$ cat src/rtl/dac_seq_ctrl.sv
// rtl/dac_seq_ctrl.sv - round-robin dirty-channel write sequencer for a parallel-input DAC
// Optional feature macro: DAC_SAT_EN (saturating inc/dec instead of modulo wrap)
module dac_seq_ctrl #(
    parameter int DW      = 8,
    parameter int NCH     = 2,
    parameter int CW      = 1,
    parameter int T_SETUP = 200,
    parameter int T_WR    = 50,
    parameter int T_HOLD  = 30,
    parameter int CNTW    = 8
) (
    input  logic          clk,
    input  logic          rst,
    input  logic [CW-1:0] ch_sel,
    input  logic          inc,
    input  logic          dec,
    input  logic [DW-1:0] step,
    output logic          busy,
    output logic          wr_done,
    output logic          dac_csn,
    output logic          dac_wrn,
    output logic          dac_ldacn,
    output logic [CW-1:0] dac_addr,
    output logic [DW-1:0] dac_d,
    output logic [DW-1:0] led_out
);

    typedef enum logic [1:0] {IDLE, SETUP, WRITE, HOLD} state_t;

    state_t          state, state_n;
    logic [CNTW-1:0] cnt, cnt_n;
    logic [CW-1:0]   ptr, ptr_n;
    logic [DW-1:0]   value [NCH];
    logic [NCH-1:0]  dirty, dirty_n;

    logic            hi_found, lo_found, any_dirty, start;
    logic [CW-1:0]   hi_idx, lo_idx, sel, addr_n;
    logic [DW-1:0]   sel_val, d_n;
    logic            csn_n, wrn_n, wr_done_n;

    logic            hit, edit, mark;
    logic [DW-1:0]   cur, nv;
`ifdef DAC_SAT_EN
    logic [DW:0]     sum;
`endif

    // Next dirty channel: lowest dirty index above ptr, otherwise lowest at or below ptr (wrap)
    always_comb begin
        hi_found = 1'b0;
        lo_found = 1'b0;
        hi_idx   = '0;
        lo_idx   = '0;
        for (int j = NCH - 1; j >= 0; j--) begin
            if (dirty[j]) begin
                if (j > int'(ptr)) begin
                    hi_found = 1'b1;
                    hi_idx   = CW'(j);
                end else begin
                    lo_found = 1'b1;
                    lo_idx   = CW'(j);
                end
            end
        end
        any_dirty = hi_found | lo_found;
        sel       = hi_found ? hi_idx : lo_idx;
        sel_val   = '0;
        for (int j = 0; j < NCH; j++) begin
            if (sel == CW'(j)) sel_val = value[j];
        end
    end

    // Edit arithmetic for the selected channel; out-of-range ch_sel never hits
    always_comb begin
        hit = 1'b0;
        cur = '0;
        for (int j = 0; j < NCH; j++) begin
            if (ch_sel == CW'(j)) begin
                hit = 1'b1;
                cur = value[j];
            end
        end
        edit = hit & (inc ^ dec);
`ifdef DAC_SAT_EN
        sum = {1'b0, cur} + {1'b0, step};
        if (inc) nv = sum[DW] ? {DW{1'b1}} : sum[DW-1:0];
        else     nv = (step > cur) ? '0 : cur - step;
        mark = (nv != cur) || (step == '0);
`else
        nv   = inc ? cur + step : cur - step;
        mark = 1'b1;
`endif
    end

    // Dirty bits: an edit re-marks the channel even if it is being picked this cycle
    always_comb begin
        dirty_n = dirty;
        for (int j = 0; j < NCH; j++) begin
            if (start && sel == CW'(j)) dirty_n[j] = 1'b0;
            if (edit && mark && ch_sel == CW'(j)) dirty_n[j] = 1'b1;
        end
    end

    // Value registers, dirty bits and LED mirror
    always_ff @(posedge clk) begin
        if (rst) begin
            for (int j = 0; j < NCH; j++) value[j] <= '0;
            dirty   <= '1;
            led_out <= '0;
        end else begin
            for (int j = 0; j < NCH; j++) begin
                if (edit && ch_sel == CW'(j)) value[j] <= nv;
            end
            dirty   <= dirty_n;
            led_out <= hit ? cur : '0;
        end
    end

    // FSM next state and next values of the registered DAC pins
    always_comb begin
        state_n = state;
        cnt_n   = cnt + 1'b1;
        ptr_n   = ptr;
        csn_n   = dac_csn;
        wrn_n   = dac_wrn;
        addr_n  = dac_addr;
        d_n     = dac_d;
        start   = 1'b0;
        case (state)
            IDLE: begin
                cnt_n = '0;
                csn_n = 1'b1;
                wrn_n = 1'b1;
                start = any_dirty;
            end
            SETUP: begin
                if (cnt == CNTW'(T_SETUP - 1)) begin
                    state_n = WRITE;
                    cnt_n   = '0;
                    wrn_n   = 1'b0;
                end
            end
            WRITE: begin
                if (cnt == CNTW'(T_WR - 1)) begin
                    state_n = HOLD;
                    cnt_n   = '0;
                    wrn_n   = 1'b1;
                end
            end
            HOLD: begin
                if (cnt == CNTW'(T_HOLD - 1)) begin
                    state_n = IDLE;
                    cnt_n   = '0;
                    csn_n   = 1'b1;
                    start   = any_dirty;
                end
            end
            default: state_n = IDLE;
        endcase
        if (start) begin
            state_n = SETUP;
            cnt_n   = '0;
            csn_n   = 1'b0;
            wrn_n   = 1'b1;
            addr_n  = sel;
            d_n     = sel_val;
            ptr_n   = sel;
        end
        wr_done_n = (state_n == HOLD) && (cnt_n == CNTW'(T_HOLD - 1));
    end

    // State register and registered DAC pins
    always_ff @(posedge clk) begin
        if (rst) begin
            state     <= IDLE;
            cnt       <= '0;
            ptr       <= CW'(NCH - 1);
            busy      <= 1'b0;
            wr_done   <= 1'b0;
            dac_csn   <= 1'b1;
            dac_wrn   <= 1'b1;
            dac_ldacn <= 1'b1;
            dac_addr  <= '0;
            dac_d     <= '0;
        end else begin
            state     <= state_n;
            cnt       <= cnt_n;
            ptr       <= ptr_n;
            busy      <= (state_n != IDLE);
            wr_done   <= wr_done_n;
            dac_csn   <= csn_n;
            dac_wrn   <= wrn_n;
            dac_ldacn <= 1'b0;
            dac_addr  <= addr_n;
            dac_d     <= d_n;
        end
    end

endmodule

$ cat config.mk
export PLATFORM = sky130hd
export DESIGN_NAME = dac_seq_ctrl
export DESIGN_NICKNAME = d
export VERILOG_FILES = /design/src/rtl/dac_seq_ctrl.sv
export SDC_FILE = /design/constraint.sdc
export NUM_CORES = 1
export LEC_CHECK = 0
export CAP_MARGIN = 20
export CORE_AREA = 2 2 79 81
export CTS_CLUSTER_SIZE = 24
export DETAILED_ROUTE_END_ITERATION = 8
export DIE_AREA = 0 0 81 83
export PLACE_DENSITY = 0.62
export SYNTH_ARGS = -nofsm -noshare
export SYNTH_HDL_FRONTEND = slang
export SYNTH_SLANG_ARGS = --single-unit
$ cat constraint.sdc
create_clock -name clk -period 4.75 [get_ports clk]
set_input_delay 0.95 -clock clk [delete_from_list [all_inputs] [get_ports clk]]
set_output_delay 0.95 -clock clk [all_outputs]
set_load 0.02 [all_outputs]
==> flow_summary.yaml <==
run_status:
  status: "completed"
sta:
  tns_ps: 0
  setup_viol: 0
  worst_clock_skew_ps: 9.927
  period_share_pct: 73.25
  worst_slew_pin_slew_ps: 733.5
  finalCriticalPeriod_ps: 3479
  drv_slew: 0
  rsz0062_at_grt: "false"
  hold_viol: 0
  relSlewSlack_pct: 50.58
  max_freq_ghz: 0.2874
synthesis:
  synth_top_area_cell: "dfxtp_1"
  synth_most_common_cell: "nor2_1"
  synth_top_family_by_area: "simple AND/OR/NAND/NOR gates"
  synth_xor_area_share_pct: 6.809
  synth_common_cells: "nor2_1, dfxtp_1, edfxtp_1"
  synthMuxAreaShare_pct: 7.004
  synth_top_area_share_pct: 27.24
  synthAdderAreaFrac_pct: 8.074
  synth_fp_nets: 283
  ys_seq_area_share_pct: 45.91
  avgSynthCellArea_um2: 10.13
  syn-cell-area_um2: 2572
  async_flop_share_pct: 0
  syn_inst: 254
  synth_edf_count: 16
  synth_area_leaders: "dfxtp_1, edfxtp_1, ha_1"
  synth_ff_type: "dfxtp_1"
  synth_compound_area_share_pct: 12.40
  synth_warnings: 0
  synth_seq_cells: 51
  ys_types: 49
  synthSimpleGateAreaFrac_pct: 15.61
worst_setup_path:
  worstPathRequired_ps: 4780
  timing.rr.start: "value[0][0]"
  crit_start: "ch_sel"
  crit_arrival_ps: 3510
  crit_type: "input port to flop"
  cp_max_fo: 10
  rr_worst_depth: 8
  endpoint_kind: "flop"
  rr_endpoint: "value[0][14]"
  crit_end: "value[0][14]"
  startpoint_type: "input port"
  reg2reg_slack_ps: 2450
place:
  routabilityCongestion: 0.8022
  portBuffers: 34
  dp_hpwl_um: 3562
  dp.cells: 353
clocking:
  cts_sinks: 51
  h-tree-depth: 2
  cts_resized: 0
  clk_pin_slew_ps: 90
  root_buffer: "clkbuf_8"
  cts_tree: "built"
  clockBufferDepth: 2
  hold_buffers: 0
  numCtsBuffers: 5
  clkLatencyLatePin_ps: 300
  post-cts-setup-buffer-count: 0
floorplan:
  rows: 28
  io_pins: 35
  die_y_um: 83
  initial_core_util_pct: 44.23
  die_area_um2: 6723
  core_um2: 5816
  die_x_um: 81
grt:
  overflow: 0
  grt_usage_pct: 14.95
  grt_pass1_vias: 1675
  antenna_found_initial: 0
  grt_pass1_wl_um: 7962
  grt_max_degree: 29
route:
  drtIter0Drc: 87
  vias: 1841
  wl_per_cell_um: 13.25
  wl_um: 4797
  final_antenna_net_count: 0
  viasPerCell: 5.086
  drc: 0
  first_pass_iters: 4
final_layout:
  drive_gt1_share_pct: 9.408
  multi_input_area_um2: 1284
  nNetsFinal: 315
  num_antenna_cells: 0
  final_cells: 362
  seqCellArea_um2: 1181
  area_delta_synth_final_pct: 18.77
  fill_cells: 576
  utilization_pct: 52.54
flow_run:
  cap_viol_max_count: 0
pwr:
  leakagePower_uw: 0.001192
  vdd_ir_drop_max_mv: 0.2000
  p_per_area_nw_per_um2: 463.0
hold_path:
  hold_class: "flop to flop"
final cells by class:
class	count	area share, %
Clock buffer	7	2.498
Clock inverter	1	0.1638
Inverter	14	1.720
Multi-Input combinational cell	178	42.01
Sequential cell	51	38.66
Tap cell	75	3.071
Timing Repair Buffer	36	11.88
placed cells by master, fill, tap and decap left out, types with 9 or more instances in the layout:
cell	n
dfxtp_1	35
edfxtp_1	16
inv_1	14
clkdlybuf4s50_1	34
ha_1	15
nor2_1	36
xor2_1	9
mux2i_1	9
nand2_1	11
xnor2_1	11
worst min path at each step:
stage	endpoint	startpoint	cells after the start	slack, ps
after global placement	dac_addr	dac_addr	2	450
final	ptr	ptr	2	480
after floorplan	ptr	ptr	2	430
after detailed placement	ptr	ptr	2	450
after global routing	ptr	ptr	2	490
after CTS	ptr	ptr	2	480
registers in the layout (all words and copies together) (netlist names):
signal     flops
wr_done        1
dac_csn        1
value         16
busy           1
dac_addr       1
dac_ldacn      1
dirty          2
cnt            8
state          2
ptr            1
led_out        8
dac_d          8
dac_wrn        1
critical path, stage by stage:
cell and delay [ps]:
clkdlybuf4s50_1 790, mux2_2 410, ha_1 210, fa_1 400
a21o_1 170, a21oi_1 220, o21ai_0 140, xnor2_1 150
nor2_1 80
power breakdown:
part           total, µW  switching, µW  leakage [µW]  internal (µW)
clock network        238            134     0.0000422            104
registers            582           43.3      0.000457            538
logic                595            331      0.000693            264
total               1410            508       0.00119            907
per-stage QoR:
step | hold WS, ps | total power [µW] | setup WS [ps] | instance area [µm²]
after floorplan | 432.2 | 1023 | 1739 | 2572
after global placement | 451.3 | 1182 | 1017 | 2959
after detailed placement | 454.3 | 1190 | 964.5 | 2959
after CTS | 476.5 | 1425 | 1275 | 3040
after global routing | 487.5 | 1520 | 1132 | 3055
final | 475.6 | 1415 | 1271 | 3055
cell families after synthesis:
family                     Yosys count
muxes                               17
DFF                                 51
buffers and inverters               25
AOI/OAI and AO/OA                   44
and+or+nand+nor                     81
xor gates and xnor gates            20
adders and majority gates           16
routing by layer:
metal	routed length (µm)	up-vias	track usage, %	share of wire, %
li1	-	954	-	-
met1	2482	843	22.33	52
met2	2084	38	21.11	43
met3	167	6	3.152	3.5
met4	62	0	5.393	1.3
met5	0	-	0	0
(Power assumes the default switching activity.)
